## src/rtl/pulse_channel_pkg.sv

```systemverilog
// Shared encodings for the second-generation tone channel: envelope states,
// waveform modes, duty selections and the duty threshold table.
package pulse_channel_pkg;

   typedef enum logic [1:0] {
      IDLE  = 2'd0,
      HOLD  = 2'd1,
      DECAY = 2'd2
   } env_state_t;

   typedef enum logic [1:0] {
      MODE_PULSE  = 2'd0,
      MODE_SAW    = 2'd1,
      MODE_TRI    = 2'd2,
      MODE_SILENT = 2'd3
   } wave_mode_t;

   typedef enum logic [1:0] {
      DUTY_12 = 2'd0,
      DUTY_25 = 2'd1,
      DUTY_50 = 2'd2,
      DUTY_75 = 2'd3
   } duty_t;

   // Pulse is high while the top three phase bits are below this value (eighths).
   function automatic logic [2:0] duty_threshold(input logic [1:0] duty);
      logic [2:0] thr;
      unique case (duty)
         DUTY_12: thr = 3'd1;
         DUTY_25: thr = 3'd2;
         DUTY_50: thr = 3'd4;
         default: thr = 3'd6;
      endcase
      return thr;
   endfunction

endpackage

```

## src/rtl/channel_envelope.sv

```systemverilog
// Per-note hold-then-decay envelope, advanced by the envelope rate strobe.
//
// state | meaning
// IDLE  | no note sounding; counters frozen
// HOLD  | envelope held at note volume; hold counts down per tick
// DECAY | envelope decrements per tick; a tick at zero ends the note
module channel_envelope
   import pulse_channel_pkg::*;
#(
   parameter int OUT_W = 9,
   parameter int LEN_W = 8
) (
   input  logic             clk,
   input  logic             rst_n,
   input  logic             start,
   input  logic [OUT_W-1:0] volume,
   input  logic [LEN_W-1:0] length,
   input  logic             tick,
   output logic [OUT_W-1:0] env,
   output env_state_t       state,
   output logic             active
);

   env_state_t       state_q, state_d;
   logic [OUT_W-1:0] env_q, env_d;
   logic [LEN_W-1:0] hold_q, hold_d;

   always_ff @(posedge clk or negedge rst_n) begin
      if (!rst_n) begin
         state_q <= IDLE;
         env_q   <= '0;
         hold_q  <= '0;
      end else begin
         state_q <= state_d;
         env_q   <= env_d;
         hold_q  <= hold_d;
      end
   end

   // A note-on swallows a coincident tick so the new note starts at full volume.
   always_comb begin
      state_d = state_q;
      env_d   = env_q;
      hold_d  = hold_q;
      if (start) begin
         env_d   = volume;
         hold_d  = length;
         state_d = (length == '0) ? DECAY : HOLD;
      end else if (tick) begin
         unique case (state_q)
            HOLD: begin
               if (hold_q != '0) hold_d = hold_q - 1'b1;
               if (hold_q <= LEN_W'(1)) state_d = DECAY;
            end
            DECAY: begin
               if (env_q != '0) env_d = env_q - 1'b1;
               else             state_d = IDLE;
            end
            default: ;
         endcase
      end
   end

   assign env    = env_q;
   assign state  = state_q;
   assign active = (state_q != IDLE);

endmodule

```

## src/rtl/pulse_channel_gen2.sv

```systemverilog
// Tone channel: phase accumulator, pulse/saw/triangle shaping scaled by the
// note envelope, registered sample out plus a strobe on every phase wrap.
module pulse_channel_gen2
   import pulse_channel_pkg::*;
#(
   parameter int PHASE_W = 32,
   parameter int OUT_W   = 9,
   parameter int LEN_W   = 8
) (
   input  logic               i_clk,
   input  logic               i_rst_n,
   input  logic               i_note_valid,
   output logic               o_note_ready,
   input  logic [PHASE_W-1:0] i_note_delta,
   input  logic [OUT_W-1:0]   i_note_volume,
   input  logic [LEN_W-1:0]   i_note_length,
   input  logic [1:0]         i_note_duty,
   input  logic [1:0]         i_note_mode,
   input  logic               i_env_tick,
   output logic [OUT_W-1:0]   o_output,
   output logic               o_frame_pulse,
   output logic               o_active
);

   localparam int PROD_W = 2 * OUT_W;

   logic               ready_q;
   logic [PHASE_W-1:0] phase_q, delta_q;
   logic [1:0]         duty_q;
   wave_mode_t         mode_q;
   logic               frame_q;
   logic [OUT_W-1:0]   out_q;

   logic               accept, running;
   logic [OUT_W-1:0]   env;
   env_state_t         env_state;

   logic [OUT_W-1:0]   p_top, tri_base, tri_val, sample;
   logic [PROD_W-1:0]  saw_prod, tri_prod;
   logic               pulse_hi;

   assign accept  = i_note_valid & ready_q;
   assign running = (env_state != IDLE);

   channel_envelope #(
      .OUT_W (OUT_W),
      .LEN_W (LEN_W)
   ) u_env (
      .clk    (i_clk),
      .rst_n  (i_rst_n),
      .start  (accept),
      .volume (i_note_volume),
      .length (i_note_length),
      .tick   (i_env_tick),
      .env    (env),
      .state  (env_state),
      .active (o_active)
   );

   // The carry out of the add lands directly in the frame strobe register.
   always_ff @(posedge i_clk or negedge i_rst_n) begin
      if (!i_rst_n) begin
         ready_q <= 1'b0;
         phase_q <= '0;
         delta_q <= '0;
         duty_q  <= DUTY_50;
         mode_q  <= MODE_PULSE;
         frame_q <= 1'b0;
         out_q   <= '0;
      end else begin
         ready_q <= 1'b1;
         if (accept) begin
            delta_q <= i_note_delta;
            duty_q  <= i_note_duty;
            mode_q  <= wave_mode_t'(i_note_mode);
            phase_q <= '0;
            frame_q <= 1'b0;
         end else if (running) begin
            {frame_q, phase_q} <= {1'b0, phase_q} + {1'b0, delta_q};
         end else begin
            frame_q <= 1'b0;
         end
         out_q <= running ? sample : '0;
      end
   end

   assign p_top    = phase_q[PHASE_W-1 -: OUT_W];
   assign tri_base = phase_q[PHASE_W-2 -: OUT_W];
   assign tri_val  = phase_q[PHASE_W-1] ? ~tri_base : tri_base;
   assign saw_prod = {{OUT_W{1'b0}}, p_top}   * {{OUT_W{1'b0}}, env};
   assign tri_prod = {{OUT_W{1'b0}}, tri_val} * {{OUT_W{1'b0}}, env};
   assign pulse_hi = (phase_q[PHASE_W-1 -: 3] < duty_threshold(duty_q));

   always_comb begin
      sample = '0;
      unique case (mode_q)
         MODE_PULSE: sample = pulse_hi ? env : '0;
         MODE_SAW:   sample = saw_prod[PROD_W-1 -: OUT_W];
         MODE_TRI:   sample = tri_prod[PROD_W-1 -: OUT_W];
         default:    sample = '0;
      endcase
   end

   assign o_note_ready  = ready_q;
   assign o_output      = out_q;
   assign o_frame_pulse = frame_q;

endmodule

```

## config.mk

```make
export PLATFORM = sky130hd
export DESIGN_NAME = pulse_channel_gen2
export DESIGN_NICKNAME = d
export VERILOG_FILES = /design/src/rtl/pulse_channel_pkg.sv /design/src/rtl/channel_envelope.sv /design/src/rtl/pulse_channel_gen2.sv
export SDC_FILE = /design/constraint.sdc
export NUM_CORES = 1
export LEC_CHECK = 0
export CAP_MARGIN = 20
export CORE_MARGIN = 3
export CORE_UTILIZATION = 38
export DETAILED_ROUTE_END_ITERATION = 7
export GPL_TIMING_DRIVEN = 0
export PLACE_DENSITY_LB_ADDON = 0.2
export RECOVER_POWER = 100
export SYNTH_ARGS = -nofsm -noshare
export SYNTH_HDL_FRONTEND = slang
export SYNTH_SLANG_ARGS = --single-unit
```

## constraint.sdc

```tcl
create_clock -name i_clk -period 10.65 [get_ports i_clk]
set_input_delay 2.13 -clock i_clk [delete_from_list [all_inputs] [get_ports i_clk]]
set_output_delay 2.13 -clock i_clk [all_outputs]
set_load 0.02 [all_outputs]
```

==> results of run 1 <==
## critical path, stage by stage (launching register included)
cell and delay (ps):
sky130_fd_sc_hd__dfrtp_1 550, sky130_fd_sc_hd__clkbuf_1 630, sky130_fd_sc_hd__xor2_1 760, sky130_fd_sc_hd__nand2_1 190
sky130_fd_sc_hd__fa_1 560, sky130_fd_sc_hd__inv_1 50, sky130_fd_sc_hd__fa_1 500, sky130_fd_sc_hd__inv_1 50
sky130_fd_sc_hd__fa_1 460, sky130_fd_sc_hd__fa_1 540, sky130_fd_sc_hd__inv_1 40, sky130_fd_sc_hd__ha_1 200
sky130_fd_sc_hd__a221oi_1 420, sky130_fd_sc_hd__nand2_1 90, sky130_fd_sc_hd__o211ai_1 350, sky130_fd_sc_hd__o211ai_1 240
sky130_fd_sc_hd__a31o_2 300, sky130_fd_sc_hd__a21oi_1 170, sky130_fd_sc_hd__xnor2_1 80, sky130_fd_sc_hd__a222oi_1 320
sky130_fd_sc_hd__nor2_1 60
## flip-flops by register name (all words and copies together), names as in the netlist
register       cells
delta_q           32
duty_q             2
mode_q             2
o_frame_pulse      1
o_note_ready       1
o_output           9
phase_q           32
u_env.env          9
u_env.hold_q       8
u_env.state        2
## through the flow
| stage | setup slack [ps] | std cells | hold slack [ps] | utilization (%) |
|---|---|---|---|---|
| 6_report | 3970 | 1684 | 487 | 44.2 |
| 5_1_grt | 3300 | 1684 | 514 | 44.2 |
| 4_1_cts | 4160 | 1684 | 494 | 44.4 |
| 3_5_place_dp | 4160 | 1668 | 475 | 43.3 |
| 3_3_place_gp | 3440 | 1667 | 469 | 43.2 |
| 2_1_floorplan | 5400 | 1227 | 450 | - |
## cells in the mapped netlist (all sizes together), types with 11 or more instances
| cell type | n |
|---|---|
| a211oi | 11 |
| a21o | 16 |
| a21oi | 59 |
| and2 | 88 |
| clkbuf | 48 |
| dfrtp | 97 |
| fa | 99 |
| ha | 105 |
| inv | 141 |
| nand2 | 245 |
| nand3 | 12 |
| nor2 | 51 |
| nor3 | 15 |
| o21ai | 55 |
| xnor2 | 35 |
| xor2 | 23 |
## per-layer routing
metal / vias to the layer above / share of wire (%)
met5: - / 0
li1: 4147 / -
met3: 36 / 3.4
met4: 0 / 1.6
met1: 4139 / 47
met2: 142 / 48
## final timing paths
path,depth (start not counted),slack [ps],endpoint,startpoint
max in group asynchronous,2,4370,mode_q[1]$_DFFE_PN0P_,i_rst_n
min,2,490,delta_q[8]$_DFFE_PN0P_,delta_q[8]$_DFFE_PN0P_
min reg2reg,2,490,delta_q[8]$_DFFE_PN0P_,delta_q[8]$_DFFE_PN0P_
min in group asynchronous,1,2560,phase_q[14]$_DFFE_PN0P_,i_rst_n
max,20,3970,o_output[8]$_DFF_PN0_,phase_q[31]$_DFFE_PN0P_
max reg2reg,20,3970,o_output[8]$_DFF_PN0_,phase_q[31]$_DFFE_PN0P_
## final cells by class
type,count,share of cell area (%)
inverter,141,4.42
buffer,53,1.73
clock buffer,10,2.00
clock inverter,6,0.522
timing repair buffer,69,5.66
sequential,98,20.5
multi-input combinational,935,61.3
tap,372,3.89
## kinds of logic (layout without fill, tap and decap cells)
family	Yosys count	count (layout)	synth area share, %
AOI/OAI and AO/OA	199	199	12.5
DFF	98	98	23.2
xor gates and xnor gates	58	58	4.81
other	1	1	0.0355
adders and majority gates	204	204	31.2
muxes	2	2	0.190
and+or+nand+nor	471	471	21.0
buffers and inverters	194	279	6.98
==> implementation parameters, run 1 <==
Parameter                              Value

Run status
  Outcome    finished with violations
  Failing checks    max-capacitance violations, max-slew violations

Routing
  Drt pass-1 iters    5
  Via count    8464
  Number of remaining DRC errors    0
  Drt initial violations    482
  Routed wire per std cell    16.2 um
  Via-to-Cell Ratio    slightly above 5
  Antenna-violating nets left    0
  Total detailed-routing wirelength    27200 um

GRT
  Final global-route overflow total    0
  Global Route met2 Usage    32.3%
  Met1 capacity usage during global routing    24.8%
  Maximum number of pins on one net before global-route repair    53
  Number of antenna violations at the first check in global routing    0
  Global-route wire length before repair    45500 um
  Number of global-route vias before repair    8891
  GR Layer Usage met3    under 10%
  All-layer global routing usage    between 10% and 20%
  Global-route layer with the greatest usage    met2

Timing
  Worst-Margin Slew    2880 ps
  Final setup TNS    0 ps
  Setup repair after global routing missed its margin    no
  Tightest slew margin relative to the limit    -92.1%
  Max Clk Rate    150 MHz
  Total setup violations reported at the end of the flow    0
  Final-report max-slew violation count    101
  Final Hold Violating Endpoints    0
  Max Clock Skew    ~12 ps
  Min Clock Period, post-route    6680 ps
  Final clock period utilization by the worst path    62.8%

Critical path
  Worst Setup Start Kind    register
  Crit-path max FO    10
  Required @ worst endpoint    ~11000 ps
  Type of the worst setup path    register to register
  Nature of the critical path endpoint    register
  Data arrival at the endpoint of the critical path    ~6900 ps

Cells and area
  Antenna cell count    0
  Most frequent standard cell in the layout excluding fill and tap cells    sky130_fd_sc_hd__nand2_1
  Area grow syn2layout    13.5%
  Multi-input gate area    0.00734 sq mm
  Top library cells by usage in the layout, fill and taps aside    sky130_fd_sc_hd__nand2_1, sky130_fd_sc_hd__inv_1, sky130_fd_sc_hd__ha_1, sky130_fd_sc_hd__fa_1, sky130_fd_sc_hd__dfrtp_1
  FF/Latch Area    0.00245 sq mm
  Fill cell count    2720
  Design area    0.0120 sq mm
  Fraction of layout cells with a size suffix above 1    2.90%
  Layout net count    ~1600

Synthesis
  Nets in the synthesized netlist    1488
  Count of yosys warnings during synthesis    0
  Number of synthesized flops with an enable pin    0
  Synthesized cell area    0.0106 sq mm
  Area fraction of the dominant cell type after synthesis    23.0%
  Post-synthesis async set-or-reset flop share    between 90% and 100%
  Sequential area share after synthesis    23.2%
  Post-Synthesis Cells    1227
  Library cell with the largest summed area after synthesis    sky130_fd_sc_hd__dfrtp_1
  Netlist cell types    between 70 and 80
  Synth area leaders    sky130_fd_sc_hd__dfrtp_1, sky130_fd_sc_hd__fa_1, sky130_fd_sc_hd__ha_1
  Most used DFF post-synth    sky130_fd_sc_hd__dfrtp_1
  Total of flip-flops plus latches after synthesis    98
  Avg Synthesized Cell Area    around 8.6 sq um

Floorplanning
  Floorplan die area    around 0.03 sq mm
  Initial cell density of the core    39.0%
  Horizontal die dimension    173 um
  Cell row count    60
  Total core area    0.0271 sq mm
  Die height    173 um
  Top-level I/O count    69

Clock network
  Number of instances resized during post-cts repair    0
  H-Tree Depth    3
  Post-CTS Hold Buffers    0
  Cell chosen for the clock root    sky130_fd_sc_hd__clkbuf_16
  Clock Sinks    around 100
  CTS clk-pin slew, worst paths    ~80 ps
  TritonCTS clock tree    done
  Clk Latency, worst-skew pair    360 ps
  CTS Buf Count    9
  Maximum clock insertion buffer count    2
  Number of setup buffers added after CTS    0

Placement
  Area after DPL    around 0.012 sq mm
  Buffers on Ports    just under 70
  Gpl congestion    0.866
  Post-detail-place hpwl    20900 um

Min path
  Worst hold-check path type    register to register

Job
  Max-cap check violation count    2
Power of run 1 is left out: the tool's default activity adds up to more than one toggle a clock period on the data nets, which glitch-free logic cannot reach.
==> run 2, diff against run 1 <==
Clock period 10.65 ns to 6 ns, I/O delays scaled along.
==> implementation parameters, run 2 (synthesized netlist as in run 1, its figures left out) <==
Parameter                              Value

Cells and area
  Top Registers    delta_q x32, phase_q x32
  Most frequent standard cell in the layout excluding fill and tap cells    sky130_fd_sc_hd__nand2_1
  Multi-input gate area    approximately 0.0075 sq mm
  Area grow syn2layout    15.5%
  Antenna cell count    0
  Fill cell count    2688
  Fraction of layout cells with a size suffix above 1    under 10%
  Design area    approximately 0.012 sq mm
  Layout net count    1566
  FF/Latch Area    0.00246 sq mm
  Top library cells by usage in the layout, fill and taps aside    sky130_fd_sc_hd__nand2_1, sky130_fd_sc_hd__inv_1, sky130_fd_sc_hd__ha_1, sky130_fd_sc_hd__fa_1, sky130_fd_sc_hd__dfrtp_1

Clock network
  CTS clk-pin slew, worst paths    80 ps
  CTS Buf Count    9
  Cell chosen for the clock root    sky130_fd_sc_hd__clkbuf_16
  Post-CTS Hold Buffers    0
  H-Tree Depth    3
  Clock Sinks    98
  Number of setup buffers added after CTS    0
  Clk Latency, worst-skew pair    approximately 360 ps
  Maximum clock insertion buffer count    2
  TritonCTS clock tree    done

Placement
  Post-detail-place hpwl    20900 um
  Place WS    -486 ps
  Gpl congestion    0.866
  Buffers on Ports    68
  Area after DPL    0.0117 sq mm

Timing
  Max Clock Skew    11.0 ps
  Worst hold slack    just under 500 ps
  Final Hold Violating Endpoints    0
  Min setup slack post-route    378 ps
  Total setup violations reported at the end of the flow    0
  Final-report max-slew violation count    47
  Min Clock Period, post-route    5620 ps
  Final setup TNS    0 ps
  Max Clk Rate    roughly 180 MHz
  Worst-Margin Slew    ~2700 ps
  Tightest slew margin relative to the limit    -81.2%
  Final clock period utilization by the worst path    approximately 94%
  Setup repair after global routing missed its margin    no

Routing
  Via-to-Cell Ratio    around 5.0
  Number of remaining DRC errors    0
  Drt initial violations    412
  Total detailed-routing wirelength    roughly 27000 um
  Drt pass-1 iters    5
  Via count    8479
  Antenna-violating nets left    0
  Routed wire per std cell    approximately 16 um

Floorplanning
  Horizontal die dimension    between 150 and 200 um
  Cell row count    60
  Floorplan die area    a little under 0.03 sq mm
  Die height    173 um
  Top-level I/O count    ~70
  Total core area    0.0271 sq mm
  Initial cell density of the core    39.0%

Critical path
  Required @ worst endpoint    6240 ps
  Data arrival at the endpoint of the critical path    5870 ps
  Crit-path slowest cell    sky130_fd_sc_hd__fa_1
  Type of the worst setup path    register to register
  Top Family by Delay on Critical Path    adder cells
  Crit-path max FO    10
  Nature of the critical path endpoint    register
  Worst Setup Start Kind    register
  Buf/Inv on CP    4
  Critical path's most frequent cell    sky130_fd_sc_hd__fa_1
  Slowest cell delay on critical path    550 ps
  Cell-by-cell trace of the critical path    buf_8, xor2_4, nand2_1, fa_1, inv_1, fa_1, inv_1, fa_1, fa_1, inv_1, ha_1, a221oi_2, nand2_1, o211ai_2, o211ai_2, a31o_2, a21oi_2, xnor2_1, a222oi_1, nor2_1

GRT
  Global-route layer with the greatest usage    met2
  Number of global-route vias before repair    8904
  GR Layer Usage met3    about 2.9%
  Global-route wire length before repair    45600 um
  Maximum number of pins on one net before global-route repair    53
  Global Route met2 Usage    roughly a third
  Number of antenna violations at the first check in global routing    0
  All-layer global routing usage    about a fifth
  Met1 capacity usage during global routing    24.7%
  Final global-route overflow total    0

Run status
  Failing checks    max-capacitance violations, max-slew violations
  Outcome    finished with violations

Job
  Max-cap check violation count    1

Min path
  Worst hold-check path type    register to register
[run 2: cell count changes in the layout (fill, tap and decap cells not counted), moves of 2 or more]
cell	change
sky130_fd_sc_hd__o211ai_2	+2
sky130_fd_sc_hd__xor2_1	-9
sky130_fd_sc_hd__o21ai_1	-2
sky130_fd_sc_hd__xor2_4	+9
sky130_fd_sc_hd__o211ai_1	-2
sky130_fd_sc_hd__clkbuf_1	-4
sky130_fd_sc_hd__dfrtp_1	-3
sky130_fd_sc_hd__dfrtp_2	+3
sky130_fd_sc_hd__o21ai_0	+2
[run 2: cell type report]
type / instances / share of cell area, %
Multi-Input combinational cell: 935 / 61.7
Sequential cell: 98 / 20.2
Timing Repair Buffer: 69 / 5.76
Inverter: 141 / 4.34
Tap cell: 372 / 3.82
Clock buffer: 10 / 1.96
Buffer: 51 / 1.73
Clock inverter: 6 / 0.513
[run 2: metrics by stage]
step | utilization, % | std cells
after floorplan | - | 1227
after global placement | 43.2 | 1667
after detailed placement | 43.3 | 1668
after CTS | 44.6 | 1684
after global routing | 45.0 | 1682
final | 45.0 | 1682
[run 2: what timing repair did]
action	4_1_cts	5_1_grt
cloned	0	0
setup endpoints to repair	6	6
gates resized for setup	10	17
pin swaps	0	1
[run 2: final timing paths]
path | start | end | slack, ps | depth (start not counted)
worst max-delay path | phase_q[31]$_DFFE_PN0P_ | o_output[8]$_DFF_PN0_ | 380 | 20
worst min-delay path | delta_q[8]$_DFFE_PN0P_ | delta_q[8]$_DFFE_PN0P_ | 490 | 2
min in group asynchronous | i_rst_n | phase_q[14]$_DFFE_PN0P_ | 1690 | 1
worst min register to register | delta_q[8]$_DFFE_PN0P_ | delta_q[8]$_DFFE_PN0P_ | 490 | 2
worst max register to register | phase_q[31]$_DFFE_PN0P_ | o_output[8]$_DFF_PN0_ | 380 | 20
max in group asynchronous | i_rst_n | u_env.env[2]$_DFFE_PN0P_ | 2560 | 1
[run 2: metal layers]
metal  vias up  wire (um)
met5         -          0
li1       4138          -
met2       154      13500
met4         0        426
met1      4152      12500
met3        35        976
[run 2: worst min-delay path, delay by kind of cell (launching register included)]
family,cells,cell delay (ps)
flops,1,350
simple gates,2,100
Power of run 2 is left out for the same reason.
==> run 3, diff against run 2 <==
Settings changed: CAP_MARGIN 20 to unset.
==> implementation parameters, run 3 (synthesized netlist as in run 1, its figures left out) <==
Parameter                              Value

GRT
  Final global-route overflow total    0
  Global-route wire length before repair    approximately 46000 um
  All-layer global routing usage    18.7%
  Maximum number of pins on one net before global-route repair    53
  Number of antenna violations at the first check in global routing    0
  Number of global-route vias before repair    8904

Timing
  Final-report max-slew violation count    47
  Setup repair after global routing missed its margin    no
  Max Clk Rate    178 MHz
  Worst hold slack    approximately 500 ps
  Final clock period utilization by the worst path    93.7%
  Tightest slew margin relative to the limit    -81.2%
  Total setup violations reported at the end of the flow    0
  Max Clock Skew    11.0 ps
  Worst-Margin Slew    2720 ps
  Min Clock Period, post-route    5620 ps
  Final Hold Violating Endpoints    0

Placement
  Post-detail-place hpwl    20900 um
  Buffers on Ports    68
  Area after DPL    0.0117 sq mm
  Gpl congestion    between 0.8 and 0.9
  Cells after DPL    between 1500 and 2000

Floorplanning
  Horizontal die dimension    173 um
  Floorplan die area    0.0298 sq mm
  Die height    173 um
  Initial cell density of the core    between 30% and 40%
  Total core area    0.0271 sq mm
  Top-level I/O count    69
  Cell row count    60

Cells and area
  Antenna cell count    0
  Final instance count without filler cells    1682
  Layout net count    1566
  Area grow syn2layout    15.5%
  Fraction of layout cells with a size suffix above 1    4.12%
  Top Registers    delta_q x32, phase_q x32
  Most frequent standard cell in the layout excluding fill and tap cells    sky130_fd_sc_hd__nand2_1
  Design area    about 0.012 sq mm
  Top library cells by usage in the layout, fill and taps aside    sky130_fd_sc_hd__nand2_1, sky130_fd_sc_hd__inv_1, sky130_fd_sc_hd__ha_1, sky130_fd_sc_hd__fa_1, sky130_fd_sc_hd__dfrtp_1

Routing
  Via-to-Cell Ratio    5.04
  Drt initial violations    412
  Total detailed-routing wirelength    27400 um
  Routed wire per std cell    16.3 um
  Via count    8479
  Drt pass-1 iters    5
  Antenna-violating nets left    0
  Number of remaining DRC errors    0

Clock network
  Clock Sinks    98
  Cell chosen for the clock root    sky130_fd_sc_hd__clkbuf_16
  CTS Buf Count    9
  H-Tree Depth    3
  TritonCTS clock tree    done
  Clk Latency, worst-skew pair    360 ps
  Maximum clock insertion buffer count    2
  Post-CTS Hold Buffers    0
  Number of setup buffers added after CTS    0
  CTS clk-pin slew, worst paths    roughly 80 ps

Critical path
  Nature of the critical path endpoint    register
  Data arrival at the endpoint of the critical path    5870 ps
  Required @ worst endpoint    6240 ps
  Worst Setup Start Kind    register
  Type of the worst setup path    register to register
  Minimum setup slack among reg-to-reg paths    about 380 ps
  Crit-path max FO    10

Job
  Max-cap check violation count    1

Run status
  Failing checks    max-capacitance violations, max-slew violations
  Outcome    finished with violations

Min path
  Worst hold-check path type    register to register
run 3: cell counts in the layout (fill, tap and decap cells not counted):
Identical to the previous run, type by type.
run 3: path summary, 6_finish.rpt:
path                                               from                        to  cells after the start
worst max-delay path            phase_q[31]$_DFFE_PN0P_     o_output[8]$_DFF_PN0_                     20
worst min-delay path             delta_q[8]$_DFFE_PN0P_    delta_q[8]$_DFFE_PN0P_                      2
worst max register to register  phase_q[31]$_DFFE_PN0P_     o_output[8]$_DFF_PN0_                     20
worst min register to register   delta_q[8]$_DFFE_PN0P_    delta_q[8]$_DFFE_PN0P_                      2
max in group asynchronous                       i_rst_n  u_env.env[2]$_DFFE_PN0P_                      1
min in group asynchronous                       i_rst_n   phase_q[14]$_DFFE_PN0P_                      1
run 3: metrics by stage:
stage          setup TNS [ps]  util [%]  setup slack (ps)
2_1_floorplan               0         -               750
3_3_place_gp           -27770      43.2              -420
3_5_place_dp            -2030      43.3              -486
4_1_cts                     0      44.6              3.09
5_1_grt                     0      45.0              40.6
6_report                    0      45.0               378
run 3: cell type report:
type                            instances  area (sq um)
Clock buffer                           10           239
Buffer                                 51           211
Timing Repair Buffer                   69           702
Fill cell                            2688         14900
Clock inverter                          6          62.6
Inverter                              141           529
Sequential cell                        98          2460
Tap cell                              372           465
Multi-Input combinational cell        935          7520
run 3: timing repair:
action / in CTS / in global routing
pin swaps: 0 / 1
setup endpoints to repair: 6 / 6
resized for setup: 10 / 17
run 3: metal layers:
metal / track usage [%] / vias up / routed length, um
met5: 0 / - / 0
met2: 32.5 / 154 / 13500
met1: 24.7 / 4152 / 12500
li1: - / 4138 / -
met4: 4.09 / 0 / 426
met3: 2.90 / 35 / 976
run 3: worst max-delay path: stages, from the launching register on:
cell and delay (ps):
sky130_fd_sc_hd__dfrtp_2 500, sky130_fd_sc_hd__buf_8 320, sky130_fd_sc_hd__xor2_4 370, sky130_fd_sc_hd__nand2_1 140, sky130_fd_sc_hd__fa_1 550, sky130_fd_sc_hd__inv_1 50
sky130_fd_sc_hd__fa_1 500, sky130_fd_sc_hd__inv_1 50, sky130_fd_sc_hd__fa_1 470, sky130_fd_sc_hd__fa_1 540, sky130_fd_sc_hd__inv_1 40, sky130_fd_sc_hd__ha_1 210
sky130_fd_sc_hd__a221oi_2 330, sky130_fd_sc_hd__nand2_1 100, sky130_fd_sc_hd__o211ai_2 260, sky130_fd_sc_hd__o211ai_2 170, sky130_fd_sc_hd__a31o_2 280, sky130_fd_sc_hd__a21oi_2 140
sky130_fd_sc_hd__xnor2_1 70, sky130_fd_sc_hd__a222oi_1 310, sky130_fd_sc_hd__nor2_1 60
Power of run 3 is left out for the same reason.
